==> src/rtl/mem_access_if.sv <==
// Data-memory bus between the MEM stage (master) and the data memory (slave).
interface mem_access_if;
  logic        dmem_req;
  logic        dmem_we;
  logic [31:0] dmem_addr;
  logic [31:0] dmem_wdata;
  logic [3:0]  dmem_be;
  logic        dmem_ack;
  logic [31:0] dmem_rdata;

  modport master (
    output dmem_req, dmem_we, dmem_addr, dmem_wdata, dmem_be,
    input  dmem_ack, dmem_rdata
  );

  modport slave (
    input  dmem_req, dmem_we, dmem_addr, dmem_wdata, dmem_be,
    output dmem_ack, dmem_rdata
  );
endinterface

==> src/rtl/mem_access.sv <==
// MEM pipeline stage: issues data-memory loads/stores, stalls upstream while a
// request is outstanding, aborts on bus timeout and fills the MEM/WB register.
module mem_access #(
  parameter int TIMEOUT = 16
) (
  input  logic                clk,
  input  logic                rst_n,
  input  logic                ex_valid,
  input  logic [31:0]         ex_alu_out,
  input  logic [31:0]         ex_store_data,
  input  logic [31:0]         ex_pc,
  input  logic [15:0]         ex_imm16,
  input  logic [4:0]          ex_rd,
  input  logic [8:0]          ex_ctrl,
  output logic                mem_stall,
  mem_access_if.master        dmem,
  output logic                wb_valid,
  output logic [31:0]         wb_mem_out,
  output logic [31:0]         wb_alu_out,
  output logic [31:0]         wb_pc,
  output logic [15:0]         wb_imm16,
  output logic [4:0]          wb_rd,
  output logic [6:0]          wb_ctrl,
  output logic [1:0]          err
);

  localparam int CW = (TIMEOUT < 2) ? 1 : $clog2(TIMEOUT + 1);

  typedef enum logic [0:0] {
    ST_IDLE   = 1'b0,
    ST_ACCESS = 1'b1
  } state_t;

  // Byte enables for a store; be[3] is the most significant (big-endian) lane.
  function automatic logic [3:0] store_be(input logic is_b, input logic is_h,
                                          input logic [1:0] off);
    logic [3:0] be;
    be = 4'b1111;
    if (is_b) begin
      case (off)
        2'd0:    be = 4'b1000;
        2'd1:    be = 4'b0100;
        2'd2:    be = 4'b0010;
        2'd3:    be = 4'b0001;
        default: be = 4'b0000;
      endcase
    end else if (is_h) begin
      be = off[1] ? 4'b0011 : 4'b1100;
    end else begin
      be = 4'b1111;
    end
    return be;
  endfunction

  // Store data replicated across all lanes so the enables pick the right one.
  function automatic logic [31:0] store_lanes(input logic is_b, input logic is_h,
                                              input logic [31:0] data);
    logic [31:0] w;
    if (is_b) begin
      w = {4{data[7:0]}};
    end else if (is_h) begin
      w = {2{data[15:0]}};
    end else begin
      w = data;
    end
    return w;
  endfunction

  // Right-justify the addressed byte/half of the read word, zero-filling above.
  function automatic logic [31:0] load_extract(input logic is_b, input logic is_h,
                                               input logic [1:0] off,
                                               input logic [31:0] rdata);
    logic [31:0] v;
    v = rdata;
    if (is_b) begin
      case (off)
        2'd0:    v = {24'h000000, rdata[31:24]};
        2'd1:    v = {24'h000000, rdata[23:16]};
        2'd2:    v = {24'h000000, rdata[15:8]};
        2'd3:    v = {24'h000000, rdata[7:0]};
        default: v = 32'h00000000;
      endcase
    end else if (is_h) begin
      v = off[1] ? {16'h0000, rdata[15:0]} : {16'h0000, rdata[31:16]};
    end else begin
      v = rdata;
    end
    return v;
  endfunction

  // Natural alignment: bytes always, halves on even, words on multiples of 4.
  function automatic logic is_aligned(input logic is_b, input logic is_h,
                                      input logic [1:0] off);
    logic ok;
    if (is_b) begin
      ok = 1'b1;
    end else if (is_h) begin
      ok = ~off[0];
    end else begin
      ok = (off == 2'b00);
    end
    return ok;
  endfunction

  // Instruction decode. A write overrides a simultaneous read.
  logic       wr_s;
  logic       rd_s;
  logic       size_b_s;
  logic       size_h_s;
  logic       memop_s;
  logic       aligned_s;
  logic [6:0] wb_ctrl_s;

  assign wr_s      = ex_ctrl[1];
  assign rd_s      = ex_ctrl[0] & ~ex_ctrl[1];
  assign size_b_s  = ex_ctrl[2];
  assign size_h_s  = ~ex_ctrl[2] & ex_ctrl[3];
  assign memop_s   = ex_valid & (ex_ctrl[0] | ex_ctrl[1]);
  assign aligned_s = is_aligned(size_b_s, size_h_s, ex_alu_out[1:0]);
  assign wb_ctrl_s = {ex_ctrl[8], ex_ctrl[4], rd_s & size_h_s, rd_s & size_b_s,
                      ex_ctrl[7], ex_ctrl[6], ex_ctrl[5]};

  state_t         state_r;
  state_t         state_next_s;
  logic [CW-1:0]  cnt_r;
  logic           accept_s;
  logic           misalign_s;
  logic           pass_s;
  logic           done_s;
  logic           abort_s;

  // Transaction context held for the duration of an access.
  logic [31:0]    lat_alu_r;
  logic [31:0]    lat_pc_r;
  logic [15:0]    lat_imm_r;
  logic [4:0]     lat_rd_r;
  logic [6:0]     lat_ctrl_r;
  logic           lat_read_r;
  logic           lat_b_r;
  logic           lat_h_r;

  // Registered bus and MEM/WB outputs.
  logic           req_r;
  logic           we_r;
  logic [31:0]    addr_r;
  logic [31:0]    wdata_r;
  logic [3:0]     be_r;
  logic           wb_valid_r;
  logic [31:0]    wb_mem_out_r;
  logic [31:0]    wb_alu_out_r;
  logic [31:0]    wb_pc_r;
  logic [15:0]    wb_imm16_r;
  logic [4:0]     wb_rd_r;
  logic [6:0]     wb_ctrl_r;
  logic [1:0]     err_r;

  // FSM state register.
  always_ff @(posedge clk or negedge rst_n) begin
    if (!rst_n) begin
      state_r <= ST_IDLE;
    end else begin
      state_r <= state_next_s;
    end
  end

  // Next-state, per-cycle actions and the combinational stall.
  always_comb begin
    state_next_s = state_r;
    accept_s     = 1'b0;
    misalign_s   = 1'b0;
    pass_s       = 1'b0;
    done_s       = 1'b0;
    abort_s      = 1'b0;
    mem_stall    = 1'b0;
    case (state_r)
      ST_IDLE: begin
        if (memop_s && aligned_s) begin
          accept_s     = 1'b1;
          mem_stall    = 1'b1;
          state_next_s = ST_ACCESS;
        end else if (memop_s) begin
          misalign_s   = 1'b1;
        end else if (ex_valid) begin
          pass_s       = 1'b1;
        end else begin
          state_next_s = ST_IDLE;
        end
      end
      ST_ACCESS: begin
        if (dmem.dmem_ack) begin
          done_s       = 1'b1;
          state_next_s = ST_IDLE;
        end else if (cnt_r == CW'(TIMEOUT - 1)) begin
          abort_s      = 1'b1;
          mem_stall    = 1'b1;
          state_next_s = ST_IDLE;
        end else begin
          mem_stall    = 1'b1;
        end
      end
      default: begin
        state_next_s = ST_IDLE;
      end
    endcase
  end

  // Bus request, timeout counter and captured transaction context.
  always_ff @(posedge clk or negedge rst_n) begin
    if (!rst_n) begin
      req_r      <= 1'b0;
      we_r       <= 1'b0;
      addr_r     <= 32'h00000000;
      wdata_r    <= 32'h00000000;
      be_r       <= 4'b0000;
      cnt_r      <= '0;
      lat_alu_r  <= 32'h00000000;
      lat_pc_r   <= 32'h00000000;
      lat_imm_r  <= 16'h0000;
      lat_rd_r   <= 5'd0;
      lat_ctrl_r <= 7'd0;
      lat_read_r <= 1'b0;
      lat_b_r    <= 1'b0;
      lat_h_r    <= 1'b0;
    end else if (accept_s) begin
      req_r      <= 1'b1;
      we_r       <= wr_s;
      addr_r     <= {ex_alu_out[31:2], 2'b00};
      wdata_r    <= store_lanes(size_b_s, size_h_s, ex_store_data);
      be_r       <= store_be(size_b_s, size_h_s, ex_alu_out[1:0]);
      cnt_r      <= '0;
      lat_alu_r  <= ex_alu_out;
      lat_pc_r   <= ex_pc;
      lat_imm_r  <= ex_imm16;
      lat_rd_r   <= ex_rd;
      lat_ctrl_r <= wb_ctrl_s;
      lat_read_r <= rd_s;
      lat_b_r    <= size_b_s;
      lat_h_r    <= size_h_s;
    end else if (done_s || abort_s) begin
      req_r      <= 1'b0;
    end else if (state_r == ST_ACCESS) begin
      cnt_r      <= cnt_r + CW'(1);
    end
  end

  // MEM/WB register and one-cycle error pulses.
  always_ff @(posedge clk or negedge rst_n) begin
    if (!rst_n) begin
      wb_valid_r   <= 1'b0;
      wb_mem_out_r <= 32'h00000000;
      wb_alu_out_r <= 32'h00000000;
      wb_pc_r      <= 32'h00000000;
      wb_imm16_r   <= 16'h0000;
      wb_rd_r      <= 5'd0;
      wb_ctrl_r    <= 7'd0;
      err_r        <= 2'b00;
    end else begin
      err_r      <= {abort_s, misalign_s};
      wb_valid_r <= pass_s | done_s;
      if (pass_s) begin
        wb_mem_out_r <= 32'h00000000;
        wb_alu_out_r <= ex_alu_out;
        wb_pc_r      <= ex_pc;
        wb_imm16_r   <= ex_imm16;
        wb_rd_r      <= ex_rd;
        wb_ctrl_r    <= wb_ctrl_s;
      end else if (done_s) begin
        wb_mem_out_r <= lat_read_r ?
                        load_extract(lat_b_r, lat_h_r, lat_alu_r[1:0], dmem.dmem_rdata) :
                        32'h00000000;
        wb_alu_out_r <= lat_alu_r;
        wb_pc_r      <= lat_pc_r;
        wb_imm16_r   <= lat_imm_r;
        wb_rd_r      <= lat_rd_r;
        wb_ctrl_r    <= lat_ctrl_r;
      end
    end
  end

  assign dmem.dmem_req   = req_r;
  assign dmem.dmem_we    = we_r;
  assign dmem.dmem_addr  = addr_r;
  assign dmem.dmem_wdata = wdata_r;
  assign dmem.dmem_be    = be_r;
  assign wb_valid        = wb_valid_r;
  assign wb_mem_out      = wb_mem_out_r;
  assign wb_alu_out      = wb_alu_out_r;
  assign wb_pc           = wb_pc_r;
  assign wb_imm16        = wb_imm16_r;
  assign wb_rd           = wb_rd_r;
  assign wb_ctrl         = wb_ctrl_r;
  assign err             = err_r;

endmodule

==> src/flat_wrapper.sv <==
// flat-port wrapper written by rule: the top's interface ports become plain ports
module mem_access_flat 
#(
  parameter int TIMEOUT = 16
)
  (clk, rst_n, ex_valid, ex_alu_out, ex_store_data, ex_pc, ex_imm16, ex_rd, ex_ctrl, mem_stall, wb_valid, wb_mem_out, wb_alu_out, wb_pc, wb_imm16, wb_rd, wb_ctrl, err, dmem_dmem_req, dmem_dmem_we, dmem_dmem_addr, dmem_dmem_wdata, dmem_dmem_be, dmem_dmem_ack, dmem_dmem_rdata);
  mem_access_if dmem_i ();
  input  logic clk;
  input  logic rst_n;
  input  logic ex_valid;
  input  logic [31:0] ex_alu_out;
  input  logic [31:0] ex_store_data;
  input  logic [31:0] ex_pc;
  input  logic [15:0] ex_imm16;
  input  logic [4:0] ex_rd;
  input  logic [8:0] ex_ctrl;
  output logic mem_stall;
  output logic wb_valid;
  output logic [31:0] wb_mem_out;
  output logic [31:0] wb_alu_out;
  output logic [31:0] wb_pc;
  output logic [15:0] wb_imm16;
  output logic [4:0] wb_rd;
  output logic [6:0] wb_ctrl;
  output logic [1:0] err;
  output wire logic [$bits(dmem_i.dmem_req)-1:0] dmem_dmem_req;
  output wire logic [$bits(dmem_i.dmem_we)-1:0] dmem_dmem_we;
  output wire logic [$bits(dmem_i.dmem_addr)-1:0] dmem_dmem_addr;
  output wire logic [$bits(dmem_i.dmem_wdata)-1:0] dmem_dmem_wdata;
  output wire logic [$bits(dmem_i.dmem_be)-1:0] dmem_dmem_be;
  input wire logic [$bits(dmem_i.dmem_ack)-1:0] dmem_dmem_ack;
  input wire logic [$bits(dmem_i.dmem_rdata)-1:0] dmem_dmem_rdata;
  assign dmem_dmem_req = dmem_i.dmem_req;
  assign dmem_dmem_we = dmem_i.dmem_we;
  assign dmem_dmem_addr = dmem_i.dmem_addr;
  assign dmem_dmem_wdata = dmem_i.dmem_wdata;
  assign dmem_dmem_be = dmem_i.dmem_be;
  assign dmem_i.dmem_ack = dmem_dmem_ack;
  assign dmem_i.dmem_rdata = dmem_dmem_rdata;
  mem_access #(.TIMEOUT(TIMEOUT)) u_core (.clk(clk), .rst_n(rst_n), .ex_valid(ex_valid), .ex_alu_out(ex_alu_out), .ex_store_data(ex_store_data), .ex_pc(ex_pc), .ex_imm16(ex_imm16), .ex_rd(ex_rd), .ex_ctrl(ex_ctrl), .mem_stall(mem_stall), .dmem(dmem_i), .wb_valid(wb_valid), .wb_mem_out(wb_mem_out), .wb_alu_out(wb_alu_out), .wb_pc(wb_pc), .wb_imm16(wb_imm16), .wb_rd(wb_rd), .wb_ctrl(wb_ctrl), .err(err));
endmodule
==> config.mk <==
export PLATFORM = sky130hd
export DESIGN_NAME = mem_access_flat
export DESIGN_NICKNAME = d
export VERILOG_FILES = /design/src/rtl/mem_access_if.sv /design/src/rtl/mem_access.sv /design/src/flat_wrapper.sv
export SDC_FILE = /design/constraint.sdc
export NUM_CORES = 1
export LEC_CHECK = 0
export BUFFER_PORTS_ARGS = -buffer_cell sky130_fd_sc_hd__buf_4
export CAP_MARGIN = 10
export CORE_MARGIN = 2
export CORE_UTILIZATION = 56
export CTS_CLUSTER_SIZE = 16
export DETAILED_ROUTE_END_ITERATION = 6
export GPL_TIMING_DRIVEN = 0
export PLACE_DENSITY = 0.93
export SKIP_CTS_REPAIR_TIMING = 1
export SLEW_MARGIN = 20
export SYNTH_ARGS = -nofsm -noshare
export SYNTH_HDL_FRONTEND = slang
export SYNTH_SLANG_ARGS = --single-unit
==> constraint.sdc <==
create_clock -name clk -period 3.7 [get_ports clk]
set_input_delay 0.74 -clock clk [delete_from_list [all_inputs] [get_ports clk]]
set_output_delay 0.74 -clock clk [all_outputs]
set_load 0.01 [all_outputs]
==> results.ini <==
[status]
run_status = complete, no violations

[grt]
grt_first_pass_wirelength_mm = 56.2
grt_util_all_layers_pct = 32.4
grt_pass1_vias = 10200
grt_antenna_before_repair = 0
grt_start_max_net_pins = 103
overflow = 0

[floorplan]
die-area_mm2 = 0.0223
die_w_um = 149
initial_core_util_pct = 56.7
core-area_mm2 = 0.0208
die_h_um = 149
num_io_pins = 360
num_rows = 53

[place]
place.detailed.hpwl_mm = 25.1
post_dp_cell_area_mm2 = 0.0149
dpl_worst_slack_ns = 0.805
place.gp.congestion = 0.907
port_buffers = 354
dpl.cell_count = 1608

[synth]
synth.cell_area_mm2 = 0.0118
synth.yosys.seq_area_share_pct = 56.4
edff_count_synth = 0
post-synth-top-count-cell = sky130_fd_sc_hd__dfrtp_1
syn_inst = 976
top_cells_by_instance_count_after_synthesis = sky130_fd_sc_hd__dfrtp_1, sky130_fd_sc_hd__nand2_1, sky130_fd_sc_hd__a22oi_1, sky130_fd_sc_hd__mux2_4, sky130_fd_sc_hd__o21ai_0
ys_top_cells_by_area = sky130_fd_sc_hd__dfrtp_1, sky130_fd_sc_hd__mux2_4, sky130_fd_sc_hd__nand2_1
synthesized_area_per_cell_um2 = 12.1
synth_top_area_cell = sky130_fd_sc_hd__dfrtp_1
postSynth.topFlopCell = sky130_fd_sc_hd__dfrtp_1
post_synth_num_cell_types = 51
synthesis.yosys.warnings = 0
share_of_synthesized_flip_flops_with_an_asynchronous_set_or_reset_pct = 100
synth.top_cell.area_share_pct = 56.4
synth.ff_latch_count = 266

[sta]
period_minus_slack_ns = 3.00
timing_hold_violations_final = 0
min_period_over_period_pct = 81.0
setup_ws_ns = 0.703
rsz0062_at_grt = false
finalHoldWorstSlack_ns = 0.152
slew_headroom_pct = 55.0
fmaxAchievable_mhz = 334
slew_viol_final = 0
worstMarginPinSlew_ns = 0.674
finalSetupViolations = 0
finalClockSkew_ns = 0.0206
final.setup.tns_ns = 0

[routing]
average_vias_per_placed_instance = 5.86
routed_wire_length_per_instance_um = 22.1
first_pass_iters = 5
dr_total_vias = 9721
final_antenna_net_count = 0
dr.first_iter.drc_count = 760
routed_wirelength_mm = 36.7
detail_route.drc_violations = 0

[cells_and_area]
antenna_cells_inserted = 0
fill_cells = 1234
post_route_cells_drive_above_1_share_pct = 42.7
layout.cells.non_filler = 1660
flow.area_growth_from_synthesis_pct = 34.6
final_design_area_no_fill_mm2 = 0.0159
finish.utilization_pct = 76.3
total_number_of_nets_in_the_final_design = 1527

[clocking]
cts.sinks = 266
htree_levels = 1
clkLatencyLatePin_ns = 0.55
clk_root_buffer_cell = sky130_fd_sc_hd__clkbuf_16
cts.path.max_buffers = 3
cts_tree = built
clk_transition_reported_paths_ns = 0.06
cts_made_buffers = 28

[setup_path]
worst_setup_path_startpoint = u_core.state_r$_DFF_PN0_
reg2reg_start = u_core.state_r$_DFF_PN0_
worst_setup_path_end_kind = primary output
crit_path_frequent_cell = sky130_fd_sc_hd__buf_6
crit_path_max_fanout = 10
worstPathBufferInverterCount = 3
critical-path-max-stage-delay_ns = 0.53
worst_ep_arrival_time_ns = 2.26
criticalPathCategory = reg2out
crit_required_ns = 2.96
worst_path_dominant_cell_family = buffers and inverters
crit_chain = nor2b_4 > o21ai_2 > nand2b_4 > buf_6 > buf_6 > nand2b_1 > buf_4
critPathLaunchType = flip-flop
highest_delay_cell_along_the_critical_path = sky130_fd_sc_hd__dfrtp_1

[job]
max-cap-violations = 0

[worst_hold_path]
hold_path_class = in2async

[power_and_ir_drop]
worst_ir_drop_vdd_v = 0.000459
leakagePower_nw = 8.25
p_per_cell_area_mw_per_mm2 = 668
total_power_mw = 10.6

[state kept, by name, summed over array words and instances, names as in the netlist, 2 cells and up]
| register | flops |
|---|---|
| u_core.wb_ctrl | 7 |
| u_core.lat_alu_r | 32 |
| u_core.wb_imm16 | 16 |
| u_core.dmem.dmem_wdata | 32 |
| u_core.lat_pc_r | 32 |
| u_core.lat_imm_r | 16 |
| u_core.cnt_r | 5 |
| u_core.dmem.dmem_be | 4 |
| u_core.lat_ctrl_r | 7 |
| u_core.wb_alu_out | 32 |
| u_core.wb_mem_out | 32 |
| u_core.wb_rd | 5 |
| u_core.wb_pc | 32 |
| u_core.lat_rd_r | 5 |
| u_core.err | 2 |
[cell type report]
type | instances | area, um^2 | share of cell area [%]
tap | 275 | 344 | 2.17
buffer | 95 | 589 | 3.71
multi-input combinational | 597 | 4490 | 28.3
clock buffer | 39 | 812 | 5.11
timing repair buffer | 356 | 2720 | 17.1
clock inverter | 13 | 201 | 1.27
inverter | 19 | 71.3 | 0.449
sequential | 266 | 6660 | 41.9
[placed cells by master, fill, tap and decap left out, types with 2 or more instances in the layout]
master | Yosys | routed
sky130_fd_sc_hd__o22a_1 | 2 | 2
sky130_fd_sc_hd__conb_1 | 1 | 2
sky130_fd_sc_hd__mux2_4 | 80 | 80
sky130_fd_sc_hd__o2bb2ai_1 | 2 | 2
sky130_fd_sc_hd__clkbuf_8 | 0 | 7
sky130_fd_sc_hd__mux2i_1 | 31 | 31
sky130_fd_sc_hd__buf_2 | 15 | 15
sky130_fd_sc_hd__nand3_1 | 2 | 2
sky130_fd_sc_hd__bufinv_16 | 0 | 5
sky130_fd_sc_hd__a21oi_1 | 6 | 6
sky130_fd_sc_hd__mux4_2 | 7 | 7
sky130_fd_sc_hd__nor2b_1 | 6 | 6
sky130_fd_sc_hd__nand4_1 | 2 | 2
sky130_fd_sc_hd__dfrtp_1 | 266 | 266
sky130_fd_sc_hd__a31oi_1 | 6 | 6
sky130_fd_sc_hd__nor2_1 | 11 | 11
sky130_fd_sc_hd__nor2_4 | 2 | 2
sky130_fd_sc_hd__mux2_2 | 28 | 28
sky130_fd_sc_hd__a211oi_1 | 2 | 2
sky130_fd_sc_hd__clkinv_2 | 0 | 7
sky130_fd_sc_hd__o21ai_0 | 44 | 44
sky130_fd_sc_hd__xor2_1 | 3 | 3
sky130_fd_sc_hd__a32o_1 | 2 | 2
sky130_fd_sc_hd__clkbuf_1 | 20 | 24
sky130_fd_sc_hd__nand2b_1 | 4 | 4
sky130_fd_sc_hd__clkbuf_16 | 0 | 28
sky130_fd_sc_hd__o221ai_1 | 7 | 7
sky130_fd_sc_hd__mux2_1 | 7 | 7
sky130_fd_sc_hd__buf_1 | 14 | 14
sky130_fd_sc_hd__buf_4 | 35 | 388
sky130_fd_sc_hd__nand2_1 | 213 | 213
sky130_fd_sc_hd__buf_6 | 11 | 11
sky130_fd_sc_hd__buf_16 | 0 | 2
sky130_fd_sc_hd__inv_1 | 19 | 19
sky130_fd_sc_hd__a22oi_1 | 90 | 90
sky130_fd_sc_hd__ha_1 | 2 | 2
sky130_fd_sc_hd__nor3_1 | 2 | 2
sky130_fd_sc_hd__a22o_1 | 16 | 16
[where the power goes]
group | switching [mW] | total, mW | leakage, nW | internal, mW
Clock | 1.19 | 3.07 | 0.505 | 1.88
Combinational | 1.49 | 3.24 | 4.48 | 1.75
Sequential | 0.575 | 4.31 | 3.27 | 3.74
[path summary, 6_finish.rpt]
check / endpoint / slack, ns / cells after the start
max: mem_stall / 0.70 / 7
min: u_core.dmem.dmem_wdata[24]$_DFFE_PN0P_ / 0.15 / 1
max reg2reg: u_core.wb_alu_out[26]$_DFFE_PN0P_ / 1.55 / 5
min reg2reg: u_core.wb_ctrl[1]$_DFFE_PN0P_ / 0.48 / 2
max in group asynchronous: u_core.wb_imm16[12]$_DFFE_PN0P_ / 2.64 / 2
min in group clk: u_core.wb_alu_out[5]$_DFFE_PN0P_ / 0.41 / 3
[kinds of logic after synthesis]
| kind of cell | share of synthesized area [%] |
|---|---|
| compound gates | 11.0 |
| other cells | 0.0318 |
| mux | 17.5 |
| flops | 56.4 |
| fa+ha+maj | 0.212 |
| simple gates | 9.00 |
| buf+inv | 5.60 |
| xor+xnor | 0.297 |
[per-layer routing]
layer  global-route usage [%]  wire length, um
met1                     38.5            13200
met2                     55.5            18200
met3                     8.32             3340
met4                     14.9             1930
met5                        0                0
Power figures use the tool's default switching activity.
